<file path="src/rtl/dffrs_seq_if.sv">
// Request/status bundle between a controller and the dffrs reset/set sequencer.
interface dffrs_seq_if;
  logic init_req;  // force request, honoured only while the sequencer is idle
  logic init_val;  // force target: 1 = pulse S_out low, 0 = pulse R_out low
  logic R_out;     // active-low reset to the downstream dffrs bank
  logic S_out;     // active-low set to the downstream dffrs bank
  logic busy;      // reset or force sequence in progress
  logic done;      // one-cycle pulse when a sequence releases

  modport master (
    output init_req, init_val,
    input  R_out, S_out, busy, done
  );

  modport slave (
    input  init_req, init_val,
    output R_out, S_out, busy, done
  );
endinterface

</file>
<file path="src/rtl/dffrs_seq.sv">
// Reset/set sequencer for a bank of dffrs cells: asserts R_out asynchronously,
// releases it through a synchroniser plus a programmable hold, and serves
// force-to-0 / force-to-1 pulses. Every output is taken directly from a flop.
module dffrs_seq #(
  parameter int SYNC_STAGES = 2,
  parameter int HOLD_CYCLES = 4
) (
  input  logic         clk,
  input  logic         R,
  dffrs_seq_if.slave   bus
);

  localparam int CW = $clog2(HOLD_CYCLES + 1);
  localparam logic [CW-1:0] HOLD_LOAD = CW'(HOLD_CYCLES - 1);

  localparam logic [2:0] ST_RST   = 3'd0;
  localparam logic [2:0] ST_SYNC  = 3'd1;
  localparam logic [2:0] ST_HOLD  = 3'd2;
  localparam logic [2:0] ST_IDLE  = 3'd3;
  localparam logic [2:0] ST_FORCE = 3'd4;

  logic [2:0]             state_q, state_d;
  logic [SYNC_STAGES-1:0] sync_q,  sync_d;
  logic [CW-1:0]          cnt_q,   cnt_d;
  logic                   r_out_q, r_out_d;
  logic                   s_out_q, s_out_d;
  logic                   busy_q,  busy_d;
  logic                   done_q,  done_d;

  // Next-state and next-output decode for the sequencer.
  always_comb begin
    // NOTE: every variable gets a default first so no path leaves one unassigned (no latch).
    state_d = state_q;
    sync_d  = sync_q;
    cnt_d   = cnt_q;
    r_out_d = r_out_q;
    s_out_d = s_out_q;
    busy_d  = busy_q;
    done_d  = 1'b0;

    case (state_q)
      ST_RST, ST_SYNC: begin
        sync_d = {sync_q[SYNC_STAGES-2:0], 1'b1};
        // The chain becomes full on this edge: enter HOLD together with it.
        if (sync_q[SYNC_STAGES-2]) begin
          state_d = ST_HOLD;
          cnt_d   = HOLD_LOAD;
        end else begin
          state_d = ST_SYNC;
        end
      end

      ST_HOLD: begin
        if (cnt_q == '0) begin
          state_d = ST_IDLE;
          r_out_d = 1'b1;
          busy_d  = 1'b0;
          done_d  = 1'b1;
        end else begin
          cnt_d = cnt_q - CW'(1);
        end
      end

      ST_IDLE: begin
        if (bus.init_req) begin
          state_d = ST_FORCE;
          busy_d  = 1'b1;
          cnt_d   = HOLD_LOAD;
          // Only one of the two pins is ever pulled low.
          if (bus.init_val) s_out_d = 1'b0;
          else              r_out_d = 1'b0;
        end
      end

      ST_FORCE: begin
        if (cnt_q == '0) begin
          state_d = ST_IDLE;
          r_out_d = 1'b1;
          s_out_d = 1'b1;
          busy_d  = 1'b0;
          done_d  = 1'b1;
        end else begin
          cnt_d = cnt_q - CW'(1);
        end
      end

      default: state_d = ST_RST;
    endcase
  end

  // State and output flops; R low clears everything to the reset pattern at once.
  always_ff @(posedge clk or negedge R) begin
    if (!R) begin
      state_q <= ST_RST;
      sync_q  <= '0;
      cnt_q   <= '0;
      r_out_q <= 1'b0;
      s_out_q <= 1'b1;
      busy_q  <= 1'b1;
      done_q  <= 1'b0;
    end else begin
      // NOTE: non-blocking assignments so every flop samples pre-edge values.
      state_q <= state_d;
      sync_q  <= sync_d;
      cnt_q   <= cnt_d;
      r_out_q <= r_out_d;
      s_out_q <= s_out_d;
      busy_q  <= busy_d;
      done_q  <= done_d;
    end
  end

  assign bus.R_out = r_out_q;
  assign bus.S_out = s_out_q;
  assign bus.busy  = busy_q;
  assign bus.done  = done_q;

endmodule

</file>
<file path="src/flat_wrapper.sv">
// flat-port wrapper written by rule: the top's interface ports become plain ports
module dffrs_seq_flat 
#(
  parameter int SYNC_STAGES = 2,
  parameter int HOLD_CYCLES = 4
)
  (clk, R, bus_init_req, bus_init_val, bus_R_out, bus_S_out, bus_busy, bus_done);
  dffrs_seq_if bus_i ();
  input  logic clk;
  input  logic R;
  input wire logic [$bits(bus_i.init_req)-1:0] bus_init_req;
  input wire logic [$bits(bus_i.init_val)-1:0] bus_init_val;
  output wire logic [$bits(bus_i.R_out)-1:0] bus_R_out;
  output wire logic [$bits(bus_i.S_out)-1:0] bus_S_out;
  output wire logic [$bits(bus_i.busy)-1:0] bus_busy;
  output wire logic [$bits(bus_i.done)-1:0] bus_done;
  assign bus_i.init_req = bus_init_req;
  assign bus_i.init_val = bus_init_val;
  assign bus_R_out = bus_i.R_out;
  assign bus_S_out = bus_i.S_out;
  assign bus_busy = bus_i.busy;
  assign bus_done = bus_i.done;
  dffrs_seq #(.SYNC_STAGES(SYNC_STAGES), .HOLD_CYCLES(HOLD_CYCLES)) u_core (.clk(clk), .R(R), .bus(bus_i));
endmodule
</file>
<file path="config.mk">
export PLATFORM = sky130hd
export DESIGN_NAME = dffrs_seq_flat
export DESIGN_NICKNAME = d
export VERILOG_FILES = /design/src/rtl/dffrs_seq_if.sv /design/src/rtl/dffrs_seq.sv /design/src/flat_wrapper.sv
export SDC_FILE = /design/constraint.sdc
export NUM_CORES = 1
export LEC_CHECK = 0
export CAP_MARGIN = 25
export CORE_MARGIN = 5
export CORE_UTILIZATION = 30
export CTS_BUF_LIST = sky130_fd_sc_hd__clkbuf_8 sky130_fd_sc_hd__clkbuf_16
export DETAILED_ROUTE_END_ITERATION = 8
export PLACE_DENSITY = 0.59
export SYNTH_ARGS = -nofsm -noshare
export SYNTH_HDL_FRONTEND = slang
export SYNTH_SLANG_ARGS = --single-unit
</file>
<file path="constraint.sdc">
create_clock -name clk -period 1.33 [get_ports clk]
set_input_delay 0.1995 -clock clk [delete_from_list [all_inputs] [get_ports clk]]
set_output_delay 0.1995 -clock clk [all_outputs]
set_load 0.1 [all_outputs]
</file>
======== Word-level counts from Yosys, hierarchy flattened ========
Cells that the tools add are included.
storage, ports and cells
  bits in writable memories ............... 0
  word-level logic and storage cells ...... 51
  memories kept ........................... 0
  memory bits (read-only) ................. 0
  output and inout bits ................... 4
  bits in latches ......................... 0
  bits in registers ....................... 11
  bits of input ports ..................... 4
cells by class
  div/mod/pow operators ................... 0
  multiplexer cells ....................... 20
  shift operators ......................... 0
  bitwise operators ....................... 0
  magnitude comparators ................... 0
  $add $sub $neg .......................... 1
  equality and inequality tests ........... 11
  $mul .................................... 0
  reductions and logical operators ........ 12
operators by type and width
  operator                                                                  count
  3-bit one-hot mux with 3 select lines                                     2
  3-bit two-way mux                                                         5
  4-bit AND reduction                                                       3
  1-bit two-way mux                                                         9
  2-bit inequality test (second input constant)                             4
  3-bit by 2-bit == test with 1-bit output (second input constant)          2
  3-bit logical NOT                                                         2
  2-bit by 1-bit inequality test with 1-bit output (second input constant)  3
  1-bit one-hot mux with 2 select lines                                     3
  2-bit nonzero test                                                        2
  2-bit OR reduction                                                        2
  3-bit by 1-bit == test with 1-bit output (second input constant)          1
  3-bit == test (second input constant)                                     1
  3-bit AND reduction                                                       1
  3-bit nonzero test                                                        1
  3-bit by 1-bit subtractor with 3-bit output (second input constant)       1
  2-bit two-way mux                                                         1
  2-bit AND reduction                                                       1

======== Longest topological paths before layout ========
Gate-level depths: netlist of the first run.
  word-level depth ........................ 4
  gate-level depth with buffers ........... 6
  depth with buffers taken out ............ 6

======== Worst setup path after synthesis of the first run ========
OpenSTA, ideal clock, no wires.
  kind .................................... register to register
  from .................................... reg u_core.cnt_q[0]
  to ...................................... reg u_core.cnt_q[2]
  data required time ...................... 1.209 ns
  stages on the path, launching flop included .. 7
  period minus slack after synthesis ...... 1.349 ns
  buffers on the path ..................... 0
  data arrival time ....................... 1.228 ns
  path slack .............................. -0.019 ns
  library setup time ...................... 0.121 ns
  cell sequence ........................... dfrtp_1 inv_1 ha_1 ha_1 nor2_1 and2_4 a22o_1
on the way
  word-level cells in the longest chain between the ends .. 3
  elaborated cells on any way between the ends .. 6
  those cells by class .................... 1 x add/sub; 1 x eq/ne; 2 x mux; 2 x reduce/logical
RTL lines
  what                                                                              RTL line          source
  start, declared                                                                   dffrs_seq.sv:24   logic [CW-1:0] cnt_q, cnt_d;
  start signal, assigned                                                            dffrs_seq.sv:105  cnt_q <= cnt_d;
  3-bit by 1-bit subtractor with 3-bit output or 3-bit logical NOT (tied branches)  --
  3-bit two-way mux or 2-bit inequality test (tied branches)                        --
  3-bit one-hot mux with 3 select lines or 4-bit AND reduction (tied branches)      --
Parallel ways exist; a longest one is shown, timed or not. The select of a mux whose other input is x is not followed.
A chain may end at the register's enable or synchronous reset.

======== Worst setup path in the final report of the first run ========
  from .................................... reg u_core.cnt_q[0]
  to ...................................... reg u_core.cnt_q[0]
The elaborated chain is that of the path after synthesis.

==> metrics.yaml, run 1 <==
r2r-end: "u_core.cnt_q[0]"
grt.total_usage: 0.0905
first_iter_violations: 5
clockBufferDepth: 2
cts-root-buf: "clkbuf_8"
slew_violations: 0
syn_avg_cell_area_um2: 10.7
ys_ff_latch: 11
critical_path_arrival_ps: 1380
drive_gt1_frac: 0.377
insertion_delay_ps: 230
status: "finished clean"
clkTransAtPathRegs_ps: 50
fin_crit_sh: 0.954
start_util: 0.325
swShare: 0.408
max_freq_ghz: 0.788
die_area_um2: 2910
diodes: 0
grt_pass1_vias: 420
postSynthCellCount: 54
rsz0062_at_grt: "yes"
skew_ps: 1.31
stdcell_count: 94
internal_power_w: 0.00127
cts-buffers-inserted: 3
dpl.hpwl_um: 808
ant_nets: 0
die_width_um: 53.9
maxCapViolCount: 0
pwr-share-seq: 0.284
nets: 76
worst_pin_slew_ps: 373
rr_worst_depth: 6
syn_nets: 60
endpoint_kind: "flop"
ys_async_sr_fraction: 1.00
hold_viol_final: 0
ioPinCount: 8
crit_path_start_kind: "flop"
numClockSinks: 11
drc: 0
grt_overflow: 0
clockPowerShare: 0.150
ctsHoldBuffers: 0
fill_cells: 171
cp_max_fo: 3
wl_per_cell_um: 11.6
io_buffers: 7
required_ps: 1440
ir_drop_mv: 1.32
coreArea_um2: 1780
synth_area_leaders: "dfrtp_1, dfstp_2, a21oi_1"
num_rows: 15
min_period_ps: 1270
setup_viol: 0
post-synth-top-area-fraction: 0.389
cts.htree.levels: 1
synth_edf_count: 0
synth_ff_type: "dfrtp_1"
power_density_nw_per_um2: 2580
yosys_warnings: 0
combPwrFrac: 0.566
placed_cells: 89
grt_first_pass_wirelength_um: 1780
first_pass_iters: 4
setup_tns_ps: 0
syn_area_um2: 579
r2r_start: "u_core.cnt_q[0]"
cts_tree: "yes"
die_h_um: 53.9
worst-setup-path-type: "reg -> reg"
vias: 434
power.leakage_nw: 0.370
max_slew_margin: 0.751
viasPerCell: 4.62
gp_congestion: 0.740
routed_wl_um: 1090
power_w: 0.00215
grt_max_degree: 12
synth.most_common_cell: "dfrtp_1"
synthToLayoutAreaGrowth_pct: 43.6
synth_common_cells: "dfrtp_1, inv_1, a21oi_1, o21ai_0, nor2_1"
p_switching_w: 0.000876
antenna_found_initial: 0
r2r_setup_slack_ps: 60
hold_class: "in -> async"
yosysTopAreaCell: "dfrtp_1"
seq_area_frac_synth: 0.479
synth_cell_type_count: 25
## through the flow
stage | util | setup slack, ps | hold WS [ps] | area, µm²
final | 0.467 | 61.0 | 256 | 832
after CTS | 0.455 | 19.4 | 254 | 812
after global placement | 0.415 | -3.47 | 496 | 741
after detailed placement | 0.415 | -62.4 | 503 | 741
after floorplan | - | 5.22 | -96.1 | 582
after global routing | 0.467 | -12.4 | 260 | 832
## final cells by class
type                       instances  area [µm²]  area share
sequential                        11         279       0.335
clock inverter                     1        3.75     0.00451
inverter                           7        26.3      0.0316
multi-input combinational         33         288       0.346
clock buffer                       3        41.3      0.0496
tap                               25        31.3      0.0376
timing repair buffer              14         163       0.195
## critical path, cell delays in order (launching register included)
cell and delay, ps:
dfrtp_1 370, inv_2 80, ha_4 140, ha_4 140, nor2_4 40, a211oi_4 270, mux2i_1 110
## logic make-up (layout without fill, tap and decap cells)
family,Yosys count,count (layout),synth area share
AOI/OAI and AO/OA,18,18,0.201
xor gates and xnor gates,1,1,0.0475
adders and majority gates,2,2,0.0432
buffers and inverters,10,25,0.0929
DFF,11,11,0.479
muxes,1,1,0.0173
and+or+nand+nor,11,11,0.119
## metal layers
| layer | vias up | routed length, µm | track usage |
|---|---|---|---|
| met5 | - | 0 | 0 |
| met4 | 0 | 13 | 0.0383 |
| met3 | 2 | 76 | 0.0526 |
| met2 | 10 | 515 | 0.141 |
| met1 | 210 | 483 | 0.0993 |
| li1 | 212 | - | - |
## power groups by stage
stage / Sequential (W) / Combinational [W] / Clock [W]
finish: 0.000611 / 0.00122 / 0.000321
global route: 0.000630 / 0.00131 / 0.000351
CTS: 0.000605 / 0.00115 / 0.000335
detailed placement: 0.000598 / 0.00108 / 0
global placement: 0.000596 / 0.00105 / 0
floorplan: 0.000727 / 0.000621 / 0
## state kept, by name, summed over array words and instances (netlist names)
register,count
u_core.sync_q,1
u_core.bus.busy,1
u_core.cnt_q,3
u_core.bus.done,1
u_core.state_q,3
u_core.bus.R_out,1
u_core.bus.S_out,1
## layout by cell type, fill, tap and decap left out, types with 2 or more instances in the layout
cell type | netlist | routed
dfrtp_1 | 9 | 8
buf_4 | 0 | 7
inv_1 | 7 | 6
a21oi_1 | 6 | 6
o21ai_0 | 4 | 4
buf_12 | 0 | 4
clkbuf_8 | 0 | 3
clkdlybuf4s50_1 | 0 | 3
inv_2 | 0 | 2
nor2_1 | 3 | 2
nor2b_1 | 2 | 2
o22ai_1 | 2 | 2
ha_4 | 0 | 2
dfstp_2 | 2 | 2
## what timing repair did
item | CTS | global route
setup endpoints to repair | 3 | 3
pin swaps | 3 | 3
resized for setup | 6 | 3
buffers inserted | 0 | 1
## worst max-delay path by stage
stage                          startpoint         endpoint  slack, ps  depth (start not counted)
final                     u_core.cnt_q[0]  u_core.cnt_q[0]         60                          6
after global routing      u_core.cnt_q[0]  u_core.cnt_q[0]        -10                          6
after CTS                 u_core.cnt_q[0]  u_core.cnt_q[0]         20                          6
after detailed placement  u_core.cnt_q[0]  u_core.cnt_q[0]        -60                          6
after global placement    u_core.cnt_q[0]  u_core.cnt_q[2]         -3                          6
after floorplan           u_core.cnt_q[0]  u_core.cnt_q[2]          5                          6
(Power assumes the default switching activity.)
==> inputs of run 2 (changes only) <==
CELL_PAD_IN_SITES_DETAIL_PLACEMENT = 0   (was not set)
CELL_PAD_IN_SITES_GLOBAL_PLACEMENT = 2   (was not set)
CORE_UTILIZATION = 29   (was 30)
PLACE_DENSITY = 0.78   (was 0.59)
==> run 2 against run 1 <==
Effect of this change:
- clock power is 1% higher
- design area is 0.15% higher
- utilization is 3.8 points lower
- first-iteration DRC count grew to 2.8 times the previous value
- critical endpoint is now u_core.cnt_q[2]
- largest cell class unchanged
- largest power group unchanged
==> metrics.yaml, run 2 (synthesis gave the netlist of run 1 again) <==
antenna_found_initial: 0  # unchanged
nets: 75  # was 76
wl_per_cell_um: 11.9  # was 11.6 µm
die_width_um: 54.7  # was 53.9 µm
critical_path_arrival_ps: 1390  # was 1380 ps
slew_violations: 0  # unchanged
cts_tree: "yes"  # unchanged
die_area_um2: 2990  # was 2910 µm²
clockBufferDepth: 2  # unchanged
mostFrequentLayoutCells: "dfrtp_1, inv_1, a21oi_1, buf_4"  # was dfrtp_1, buf_4, inv_1, a21oi_1
worst-setup-path-type: "reg -> reg"  # unchanged
endpoint_kind: "flop"  # unchanged
maxCapViolCount: 0  # unchanged
hold_class: "in -> async"  # unchanged
rsz0062_at_grt: "no"  # was yes
grt_max_degree: 12  # unchanged
status: "finished clean"  # unchanged
grt_overflow: 0  # unchanged
crit_path_start_kind: "flop"  # unchanged
num_rows: 16  # was 15
stdcell_count: 95  # was 94
ant_nets: 0  # unchanged
holdWs_ps: 272  # was 256 ps
crit_path_cell_trace: "inv_2 -> ha_4 -> ha_4 -> nor2_4 -> and2_4 -> a22o_1"  # was inv_2 -> ha_4 -> ha_4 -> nor2_4 -> a211oi_4 -> mux2i_1
fill_cells: 205  # was 171
max_freq_ghz: 0.786  # was 0.788 GHz
final_common_cell: "dfrtp_1"  # unchanged
critPathMaxStageDelay_ps: 370  # about the same
routed_wl_um: 1130  # was 1090 µm
grt_first_pass_wirelength_um: 1860  # was 1780 µm
cp_max_fo: 3  # unchanged
first_pass_iters: 4  # unchanged
grt.total_usage: 0.0894  # was 0.0905
max_slew_margin: 0.838  # was 0.751
dp_slack_ps: -78.9  # was -62.4 ps
skew_ps: 0.367  # was 1.31 ps
top_regs: "u_core.cnt_q (3), u_core.state_q (3)"  # unchanged
start_util: 0.298  # was 0.325
gp_congestion: 0.758  # was 0.740
insertion_delay_ps: 230  # about the same
numClockSinks: 11  # unchanged
utilization: 0.429  # was 0.467
required_ps: 1450  # was 1440 ps
min_period_ps: 1270  # about the same
cts-buffers-inserted: 3  # unchanged
die_h_um: 54.7  # was 53.9 µm
diodes: 0  # unchanged
first_iter_violations: 14  # was 5
fin_crit_sh: 0.957  # was 0.954
vias: 428  # was 434
viasPerCell: 4.51  # was 4.62
dpl.hpwl_um: 810  # was 808 µm
power.leakage_nw: 0.365  # was 0.370 nW
grt_pass1_vias: 427  # was 420
worst_pin_slew_ps: 242  # was 373 ps
setup_viol: 0  # unchanged
ioPinCount: 8  # unchanged
clkTransAtPathRegs_ps: 50  # about the same
drc: 0  # unchanged
drive_gt1_frac: 0.397  # was 0.377
cts.htree.levels: 1  # unchanged
power_w: 0.00215  # about the same
synthToLayoutAreaGrowth_pct: 43.8  # was 43.6%
power_density_nw_per_um2: 2570  # was 2580 nW/µm²
cts-root-buf: "clkbuf_8"  # unchanged
post-route-worst-setup-slack_ps: 57.2  # was 61.0 ps
coreArea_um2: 1940  # was 1780 µm²
crit_path_frequent_cell: "ha_4"  # unchanged
crit_slowest_cell: "dfrtp_1"  # unchanged
ir_drop_mv: 1.07  # was 1.32 mV
io_buffers: 7  # unchanged
placed_cells: 91  # was 89
hold_viol_final: 0  # unchanged
run 2: cell count changes in the layout (fill, tap and decap cells not counted):
cell	previous run	this run
nor3b_1	1	0
dfrtp_1	8	7
nor3b_2	0	1
dfrtp_2	1	2
buf_4	7	6
run 2: power by group:
part           internal [W]  switching, W  total (W)
combinational      0.000595      0.000618    0.00121
sequential         0.000467      0.000140   0.000607
clock              0.000202      0.000123   0.000325
total               0.00126      0.000881    0.00215
run 2: critical path, delay by kind of cell (launching register included):
kind	cells	cell delay [ps]
buf+inv	1	80
flops	1	370
fa+ha+maj	2	280
compound gates	1	220
simple gates	2	210
run 2: what timing repair did:
| action | in CTS | in global routing |
|---|---|---|
| setup buffers | 0 | 0 |
| setup endpoints to repair | 3 | 3 |
| hold buffers | 0 | 0 |
| pin swaps | 1 | 0 |
| gates resized for setup | 5 | 6 |
run 2: path summary, 6_finish.rpt:
| check | start | end | slack, ps | cells after the start |
|---|---|---|---|---|
| worst max-delay path | u_core.cnt_q[0] | u_core.cnt_q[2] | 60 | 6 |
| worst min-delay path | R | u_core.cnt_q[1] | 270 | 2 |
| max in group asynchronous | R | u_core.bus.S_out | 830 | 2 |
| worst min register to register | u_core.bus.busy | u_core.bus.busy | 510 | 2 |
| min in group clk | u_core.bus.busy | u_core.bus.busy | 510 | 2 |
| worst max register to register | u_core.cnt_q[0] | u_core.cnt_q[2] | 60 | 6 |
run 2: layout make-up:
type | instances | area, µm² | area share
clock buffers | 3 | 41.3 | 0.0495
clock inverters | 1 | 3.75 | 0.00450
inverters | 7 | 26.3 | 0.0315
multi-input cells | 33 | 293 | 0.351
flip-flops and latches | 11 | 280 | 0.336
well taps | 27 | 33.8 | 0.0405
repair buffers | 13 | 155 | 0.186
run 2: per-layer routing:
layer | vias to the layer above | global-route usage | part of all wire
li1 | 212 | - | -
met1 | 209 | 0.121 | 0.49
met2 | 7 | 0.126 | 0.47
met3 | 0 | 0.0163 | 0.034
met4 | 0 | 0.0622 | 0
met5 | - | 0 | 0
run 2: metrics by stage:
stage	TNS (ps)	area, µm²
detailed placement	-210	743
floorplan	0	582
global route	0	833
global placement	0	743
finish	0	833
CTS	0	811
==> inputs of run 3 (changes only) <==
CORE_UTILIZATION = 30   (was 29)
CTS_CLUSTER_DIAMETER = 200   (was not set)
PLACE_DENSITY = 0.77   (was 0.78)
clock period = 1.5 ns   (was 1.33 ns; I/O delays follow)
==> run 3 against run 2 <==
Effect of this change:
- total power down 20%
- global-route usage rose by 1.0 points
- worst hold slack gained 61 ps
- utilization decreased by 0.39 points
- sequential power shrank 10%
- final cell count is 6.3% lower
==> metrics.yaml, run 3 (synthesis gave the netlist of run 1 again) <==
grt.total_usage: 0.0994  # was 0.0894
synthToLayoutAreaGrowth_pct: 30.9  # was 43.8%
clockBufferDepth: 2  # unchanged
antenna_found_initial: 0  # unchanged
place_area_um2: 701  # was 743 µm²
critPathMaxStageDelay_ps: 510  # was 370 ps
drive_gt1_frac: 0.281  # was 0.397
rsz0062_at_grt: "no"  # unchanged
cts-root-buf: "clkbuf_8"  # unchanged
num_rows: 15  # was 16
cts-buffers-inserted: 3  # unchanged
finalInstanceArea_um2: 758  # was 833 µm²
cts_tree: "yes"  # unchanged
setup_tns_ps: 0  # unchanged
status: "finished clean"  # unchanged
ioPinCount: 8  # unchanged
cts.htree.levels: 1  # unchanged
clkTransAtPathRegs_ps: 50  # about the same
routed_wl_um: 1100  # was 1130 µm
power_density_nw_per_um2: 2270  # was 2570 nW/µm²
grt_pass1_vias: 411  # was 427
ctsHoldBuffers: 0  # unchanged
fill_cells: 189  # was 205
wl_met3_um: 74  # was 38 µm
endpoint_kind: "flop"  # unchanged
coreArea_um2: 1780  # was 1940 µm²
power.leakage_nw: 0.344  # was 0.365 nW
min_period_ps: 1370  # was 1270 ps
slew_violations: 0  # unchanged
nets: 71  # was 75
rr_worst_depth: 3  # was 6
multi_input_area_um2: 253  # was 293 µm²
grt_max_degree: 12  # unchanged
highest_layer: "met4"  # was met3
hold_viol_final: 0  # unchanged
setup_viol: 0  # unchanged
numClockSinks: 11  # unchanged
io_buffers: 7  # unchanged
top_regs: "u_core.cnt_q (3), u_core.state_q (3)"  # unchanged
critical_path_arrival_ps: 1470  # was 1390 ps
crit_path_start_kind: "flop"  # unchanged
crit_slowest_cell: "dfrtp_1"  # unchanged
max_slew_margin: 0.654  # was 0.838
cp_max_fo: 10  # was 3
ir_drop_mv: 0.830  # was 1.07 mV
worst-setup-path-type: "reg -> reg"  # unchanged
dr_wl_met2_um: 449  # was 533 µm
first_iter_violations: 12  # was 14
final_common_cell: "dfrtp_1"  # unchanged
die_h_um: 53.9  # was 54.7 µm
grt_first_pass_wirelength_um: 1980  # was 1860 µm
mostFrequentLayoutCells: "dfrtp_1, inv_1, a21oi_1"  # was dfrtp_1, inv_1, a21oi_1, buf_4
drc: 0  # unchanged
die_width_um: 53.9  # was 54.7 µm
die_area_um2: 2910  # was 2990 µm²
max_freq_ghz: 0.731  # was 0.786 GHz
first_pass_iters: 4  # unchanged
ant_nets: 0  # unchanged
diodes: 0  # unchanged
start_util: 0.325  # was 0.298
viasPerCell: 4.58  # was 4.51
wl_per_cell_um: 12.4  # was 11.9 µm
gp_congestion: 0.697  # was 0.758
skew_ps: 1.05  # was 0.367 ps
final-seq-area_um2: 278  # was 280 µm²
dpl.hpwl_um: 779  # was 810 µm
maxCapViolCount: 0  # unchanged
grt_overflow: 0  # unchanged
vias: 408  # was 428
hold_class: "in -> async"  # unchanged
insertion_delay_ps: 240  # was 230 ps
worst_pin_slew_ps: 517  # was 242 ps
wl_met1_um: 552  # was 554 µm
required_ps: 1610  # was 1450 ps
fin_crit_sh: 0.912  # was 0.957
crit_path_cell_trace: "xor2_4 -> a211oi_2 -> mux2i_1"  # was inv_2 -> ha_4 -> ha_4 -> nor2_4 -> and2_4 -> a22o_1
==> run 3: metrics by stage <==
| step | std cells | setup WS, ps | utilization | hold slack, ps | power, W |
|---|---|---|---|---|---|
| floorplan | 54 | 151 | - | -70.6 | 0.00119 |
| global placement | 84 | 99.7 | 0.393 | 483 | 0.00140 |
| CTS | 88 | 74.7 | 0.418 | 346 | 0.00171 |
| global route | 89 | 0.540 | 0.425 | 365 | 0.00186 |
| finish | 89 | 133 | 0.425 | 333 | 0.00172 |
| detailed placement | 84 | 84.1 | 0.393 | 494 | 0.00141 |
==> run 3: final cells by class <==
type                       count  share of cell area
multi-input combinational     33               0.333
inverter                       7              0.0347
clock inverter                 1             0.00495
sequential                    11               0.366
clock buffer                   3              0.0545
timing repair buffer           9               0.165
tap                           25              0.0413
==> run 3: per-layer routing <==
metal  vias up  GRT usage
met5         -          0
met4         0     0.0511
met1       187      0.129
li1        205          -
met3         5     0.0526
met2        11      0.131
==> run 3: worst paths after layout <==
| kind | from | end | slack, ps |
|---|---|---|---|
| min in group clk | u_core.cnt_q[2] | u_core.cnt_q[2] | 500 |
| min reg2reg | u_core.cnt_q[2] | u_core.cnt_q[2] | 500 |
| min | R | u_core.cnt_q[1] | 330 |
| max in group asynchronous | R | u_core.bus.S_out | 810 |
| max reg2reg | u_core.state_q[1] | u_core.cnt_q[0] | 130 |
| max | u_core.state_q[1] | u_core.cnt_q[0] | 130 |
==> run 3: critical path, delay by kind of cell, from the launching register on <==
family	cells	cell delay, ps
DFF	1	510
AOI/OAI and AO/OA	1	350
xor gates and xnor gates	1	260
muxes	1	120
==> run 3: what timing repair did <==
| action | CTS | global route |
|---|---|---|
| buffers inserted | 0 | 1 |
| gates resized for setup | 0 | 3 |
| endpoints found under the setup margin | 0 | 3 |
==> run 3: report_power, final <==
| part | internal (W) | leakage (nW) | switching, W | total (W) |
|---|---|---|---|---|
| Sequential | 0.000410 | 0.124 | 0.000135 | 0.000545 |
| Clock | 0.000179 | 0.0269 | 0.000109 | 0.000288 |
| Combinational | 0.000405 | 0.192 | 0.000480 | 0.000886 |
